<file path="config.mk">
export PLATFORM = sky130hd
export DESIGN_NAME = nibble_serial_adder
export DESIGN_NICKNAME = d
export VERILOG_FILES = /design/src/rtl/nibble_serial_adder.sv
export SDC_FILE = /design/constraint.sdc
export NUM_CORES = 1
export LEC_CHECK = 0
export BUFFER_PORTS_ARGS = -buffer_cell sky130_fd_sc_hd__buf_4
export CAP_MARGIN = 40
export CORE_UTILIZATION = 30
export DETAILED_ROUTE_END_ITERATION = 12
export GPL_TIMING_DRIVEN = 0
export PLACE_DENSITY = 0.52
export SLEW_MARGIN = 10
export SYNTH_ARGS = -nofsm -noshare
export SYNTH_HDL_FRONTEND = slang
export SYNTH_SLANG_ARGS = --single-unit
</file>
<file path="constraint.sdc">
create_clock -name clk -period 3.6 [get_ports clk]
set_input_delay 0.54 -clock clk [delete_from_list [all_inputs] [get_ports clk]]
set_output_delay 0.54 -clock clk [all_outputs]
set_load 0.03 [all_outputs]
</file>
<file path="src/rtl/nibble_serial_adder.sv">
// Wide add controller: drives an external 4-bit adder one nibble per clock.
// Ports: in_* operand handshake, add_* adder drive/return, out_* result handshake.
// Option: NIBBLE_SERIAL_ADDER_SUB_EN adds op_sub (A-B when op_sub=1).
module nibble_serial_adder #(
  parameter int NIBBLES = 4,
  localparam int W = 4 * NIBBLES,
  localparam int IW = $clog2(NIBBLES)
) (
  input  logic         clk,
  input  logic         rst_n,
  input  logic         in_valid,
  output logic         in_ready,
  input  logic [W-1:0] op_a,
  input  logic [W-1:0] op_b,
  input  logic         op_cin,
`ifdef NIBBLE_SERIAL_ADDER_SUB_EN
  input  logic         op_sub,
`endif
  output logic [3:0]   add_a,
  output logic [3:0]   add_b,
  output logic         add_cin,
  input  logic [3:0]   add_s,
  input  logic         add_cout,
  output logic         out_valid,
  input  logic         out_ready,
  output logic [W-1:0] sum,
  output logic         cout,
  output logic         busy
);

  typedef enum logic [1:0] {
    S_IDLE,
    S_RUN,
    S_DONE
  } state_t;

  state_t r_state;
  state_t w_state_nxt;

  logic [W-1:0]  r_a;
  logic [W-1:0]  r_b;
  logic          r_c;
  logic [W-1:0]  r_sum;
  logic [IW-1:0] r_idx;
  logic [W-1:0]  r_sum_o;
  logic          r_cout_o;

  logic          w_last;
  logic          w_sub;
  logic [W-1:0]  w_sum_nxt;

`ifdef NIBBLE_SERIAL_ADDER_SUB_EN
  assign w_sub = op_sub;
`else
  assign w_sub = 1'b0;
`endif

  assign w_last = (r_idx == IW'(NIBBLES - 1));
  assign busy   = (r_state != S_IDLE);
  assign sum    = r_sum_o;
  assign cout   = r_cout_o;

  // Partial sum with the current nibble merged in.
  always_comb begin
    w_sum_nxt = r_sum;
    w_sum_nxt[4*r_idx +: 4] = add_s;
  end

  always_ff @(posedge clk or negedge rst_n) begin
    if (!rst_n) begin
      r_state <= S_IDLE;
    end else begin
      r_state <= w_state_nxt;
    end
  end

  always_comb begin
    w_state_nxt = r_state;
    in_ready    = 1'b0;
    out_valid   = 1'b0;
    add_a       = 4'd0;
    add_b       = 4'd0;
    add_cin     = 1'b0;
    unique case (r_state)
      S_IDLE: begin
        in_ready = 1'b1;
        if (in_valid) w_state_nxt = S_RUN;
      end
      S_RUN: begin
        add_a   = r_a[4*r_idx +: 4];
        add_b   = r_b[4*r_idx +: 4];
        add_cin = r_c;
        if (w_last) w_state_nxt = S_DONE;
      end
      S_DONE: begin
        out_valid = 1'b1;
        if (out_ready) w_state_nxt = S_IDLE;
      end
      default: w_state_nxt = S_IDLE;
    endcase
  end

  always_ff @(posedge clk or negedge rst_n) begin
    if (!rst_n) begin
      r_a      <= '0;
      r_b      <= '0;
      r_c      <= 1'b0;
      r_sum    <= '0;
      r_idx    <= '0;
      r_sum_o  <= '0;
      r_cout_o <= 1'b0;
    end else begin
      unique case (r_state)
        S_IDLE: begin
          if (in_valid) begin
            r_a   <= op_a;
            // Subtract as A + ~B + 1.
            r_b   <= w_sub ? ~op_b : op_b;
            r_c   <= w_sub ? 1'b1 : op_cin;
            r_sum <= '0;
            r_idx <= '0;
          end
        end
        S_RUN: begin
          r_sum <= w_sum_nxt;
          r_c   <= add_cout;
          if (w_last) begin
            r_idx    <= '0;
            r_sum_o  <= w_sum_nxt;
            r_cout_o <= add_cout;
          end else begin
            r_idx <= r_idx + 1'b1;
          end
        end
        default: ;
      endcase
    end
  end

endmodule

</file>
# After elaboration in Yosys (flattened, before gate mapping)
# Cells that the tools add are included.
# totals
inputBits,42
reg_bits,70
wordCells,44
output_inout_bits,29
# op_classes
n_reduce_logical,7
add_sub_neg,2
n_mux,17
shift,4
n_eq_ne,6
# op_table
op,n
negator 4 -> 34 bit,1
"variable shift 4 x 34 -> 16 bit, first input constant",1
variable part select 4 x 34 -> 16 bit,1
case mux 16 bit (2 select lines),1
variable part select 16 x 5 -> 4 bit,2
bitwise mux 16 bit,1
2-to-1 mux 16 bit,1
2-to-1 mux 2 bit,5
2-to-1 mux 4 bit,2
"inequality test 2 bit, second input constant",3
case mux 2 bit (3 select lines),1
AND reduction 2 bit,3
"equality test 2 bit, second input constant",2
2-to-1 mux 1 bit,4
case mux 2 bit (2 select lines),1
nonzero test 2 bit,2
AND reduction 3 bit,1
"adder 2 x 1 -> 2 bit, second input constant",1
"equality test 2 x 1 -> 1 bit, second input constant",1
logical NOT 2 bit,1
case mux 1 bit (2 select lines),1

# Longest topological paths before layout
# depth
ltp_word,4
depth_mapped,8

# Least setup slack after synthesis
# OpenSTA, ideal clock, no wires.
# synth_timing
kind,register -> output
from,reg r_idx[0]
to,out add_a[0]
path_buffers,1
setup_slack_ps,1653
path_stages_with_launch,4
arrival_ps,1407
path_cell_list,dfrtp_1 -> buf_4 -> mux4_2 -> and2_1
# synth_via
elab_chain_cells,2
# synth_rtl
element,line,text
from (decl),44,logic [IW-1:0] r_idx;
from (signal assigned),132,r_idx <= r_idx + 1'b1;
variable part select 16 x 5 -> 4 bit,90,add_a = r_a[4*r_idx +: 4];
2-to-1 mux 4 bit,84,unique case (r_state)
to (decl),19,"output logic [3:0] add_a,"
# Every way passes these cells.

# Worst setup path in the final report
# layout_timing
from,reg r_idx[0]
to,out add_a[2]
# The elaborated chain is that of the path after synthesis.

==> impl_results.md <==
* Initial Util at 31.0%
* Footprint of the multi-input gates at 1490 um2
* HP Class: input pin to async pin
* Area leader, netlist: dfrtp_1
* P_leak at 0.00203 uW
* Die Ht at 108 um
* Vias in the first global route at 2517
* Clk_skew at 4.12 ps
* Met3 Use GR at 4.34%
* Area share of the largest cell type after synthesis at 51.7%
* GRT Total Usage at 14.8%
* Netlist cell types at 36
* Final worst slack at 1080 ps
* CP Max Fanout at 10
* CTS-repair resized insts at 0
* Post-route DRC violation count at 0
* Seq/Total Area, Yosys at 51.7%
* Critical path arrival at 1980 ps
* CP endpoint kind: output port
* Ports at 71
* Worst Reg-to-Reg Cells at 6
* Layout cell share with drive strength beyond 1 at 40.4%
* ANT cells at 0
* Post-Syn Area at 3390 um2
* Core Area at 10900 um2
* Pwr Total at 4210 uW
* Clock transition at the registers of the reported paths at 50 ps
* CP Launch Point: r_idx[0]$_DFFE_PN0P_
* R2r setup slk at 1210 ps
* Synthesis Warnings at 0
* Global-route wire length before repair at 13100 um
* M2 GR Usage at 24.0%
* Vias/cell at 4.93
* Final setup fails at 0
* Final Routed Wirelength at 7930 um
* Place WS at 1170 ps
* Synth Area in Simple Gates at 12.8%
* Die area at 11700 um2
* Final period util at 70.1%
* Post-synthesis mux area share at 19.1%
* Worst slew pin tran at 582 ps
* Max frequency at 396 MHz
* Setup Buffers After CTS at 0
* Routed length per instance at 16.2 um
* Fin Setup TNS at 0 ps
* Syn_area_per_cell at 12.8 um2
* WP data required at 3060 ps
* Synth Area in Compound Gates at 9.93%
* Initial antenna violation count at 0
* Adder-cell area share of the yosys netlist at 2.22%
* Hold Violations, Final at 0
* CTS Hold Bufs at 0
* Crit Path Class: flop to output port
* Max IR drop VDD at 432 uV
* Crit path to: add_a[2]
* First-iteration detailed-routing DRC count at 71
* Fillers at 1077
* CTS tree: built
* Buffers on Ports at 70
* Power density cells at 960 nW/um2
* Max Slew Vio Count at 0
* Final HPWL DP at 5650 um
* Fin Hold WS at 157 ps
* Vias at 2411
* Cell Rows at 38
* Largest cells by area after synthesis: dfrtp_1, mux2_4, mux4_2
* H-tree depth at 3
* R2r startpoint: r_idx[1]$_DFFE_PN0P_
* Final GP Congestion at 0.717
* RSZ-0062 raised after global routing: no
* CTS Buf Count at 9
* Reg-to-Reg End: sum[15]$_DFFE_PN0P_
* Synth Net Count at 312
* Global routing usage on met1 at 19.2%
* Max_slew headroom at 61.2%
* Layout area overhead at 29.4%
* Nets@finish at 394
* Combinational family with the most area after synthesis: multiplexers
* Setup crit start kind: flop
* Storage element area at 1750 um2
* CTS Root Cell: clkbuf_16
* Post-synthesis xor/xnor area fraction at 0%
* Final ANT Viol Nets at 0
* Status: completed
* Worst-skew pair later-pin latency at 330 ps
* Grt ovf at 0
* GR peak layer: met2
* Die Wd at 108 um
* Fin crit period at 2520 ps
* Sink Count at 70
* Cells after Synth at 264
* Drt first pass iters at 5
* Max Cap Violations at 0
* Clk buf depth at 2
* Largest net degree at the start of global routing at 41
* Flops & latches, synth at 70
-- stage by stage --
stage,std cells,cell area (um2),util [%]
floorplan,264,3390,-
CTS,489,4380,40.1
global route,489,4380,40.1
detailed placement,475,4110,37.6
finish,489,4380,40.1
global placement,474,4090,37.4
-- cells by family (layout without fill, tap and decap cells) --
group / count (synthesis) / in the layout
fa+ha+maj: 6 / 6
buf+inv: 26 / 111
compound gates: 43 / 43
simple gates: 79 / 79
mux: 40 / 40
flops: 70 / 70
-- cells in the mapped netlist, drive strengths merged --
cell / number
a21o: 3
a21oi: 2
a221oi: 4
a31oi: 4
a32o: 11
and2: 10
and3: 1
and3b: 3
buf: 15
clkbuf: 2
dfrtp: 70
ha: 6
inv: 9
mux2: 32
mux4: 8
nand2: 26
nand2b: 7
nand3b: 6
nand4: 5
nor2: 14
nor2b: 1
nor3b: 1
nor4bb: 1
o211ai: 8
o21ai: 2
o21bai: 2
o22ai: 4
o2bb2ai: 1
o31ai: 2
or3: 4
-- sequential cells by signal (all words and copies together), names as in the netlist --
| signal | count |
|---|---|
| sum | 16 |
| r_b | 16 |
| r_a | 16 |
| r_state | 2 |
| r_idx | 2 |
| cout | 1 |
| r_sum | 16 |
| r_c | 1 |
-- worst max-delay path, stage by stage (launching register included) --
cell and delay [ps]:
dfrtp_1 490, buf_4 290, mux4_2 520, and2_1 190, buf_4 170
-- per-layer routing --
metal | part of all wire, % | wire length [um]
met5 | 0 | 0
met4 | 1.0 | 82
met3 | 5.9 | 468
met2 | 47 | 3760
met1 | 46 | 3620
-- how the worst min path moves through the flow --
stage | start | end | slack [ps] | depth (start not counted)
after floorplan | rst_n | cout$_DFFE_PN0P_ | 240 | 0
final | rst_n | sum[15]$_DFFE_PN0P_ | 160 | 1
after global routing | rst_n | sum[15]$_DFFE_PN0P_ | 190 | 1
after CTS | rst_n | sum[15]$_DFFE_PN0P_ | 170 | 1
after global placement | r_c$_DFFE_PN0P_ | r_c$_DFFE_PN0P_ | 470 | 2
after detailed placement | r_c$_DFFE_PN0P_ | r_c$_DFFE_PN0P_ | 480 | 2
-- placed cells by master (no fill, tap or decap), types with 2 or more instances in the layout --
| cell | instances |
|---|---|
| buf_6 | 4 |
| nand2_1 | 26 |
| nand3b_1 | 5 |
| a221oi_1 | 4 |
| mux2_4 | 28 |
| clkbuf_8 | 3 |
| inv_1 | 9 |
| buf_4 | 72 |
| ha_1 | 6 |
| mux4_2 | 8 |
| nand2b_1 | 7 |
| mux2_2 | 4 |
| clkbuf_16 | 9 |
| and2_1 | 10 |
| dfrtp_1 | 70 |
| a21o_1 | 3 |
| buf_2 | 8 |
| nand4_1 | 5 |
| o21ai_0 | 2 |
| o31ai_1 | 2 |
| and3b_1 | 3 |
| nor2_1 | 13 |
| o21bai_1 | 2 |
| o22ai_1 | 4 |
| a31oi_1 | 4 |
| a21oi_1 | 2 |
| or3_1 | 4 |
| clkbuf_1 | 3 |
| a32o_1 | 11 |
| o211ai_1 | 8 |
-- area by class of cell --
type / instances / share of cell area (%)
Buffer: 17 / 2.54
Sequential cell: 70 / 40.0
Clock buffer: 13 / 6.16
Clock inverter: 1 / 0.114
Timing Repair Buffer: 71 / 12.4
Multi-Input combinational cell: 168 / 34.0
Inverter: 9 / 0.771
Tap cell: 140 / 4.00
-- power by group --
group	internal (uW)	switching, uW
clock network	514	310
registers	1120	194
logic	989	1080
total	2620	1590
No activity file was read; power rests on OpenSTA's default activity.
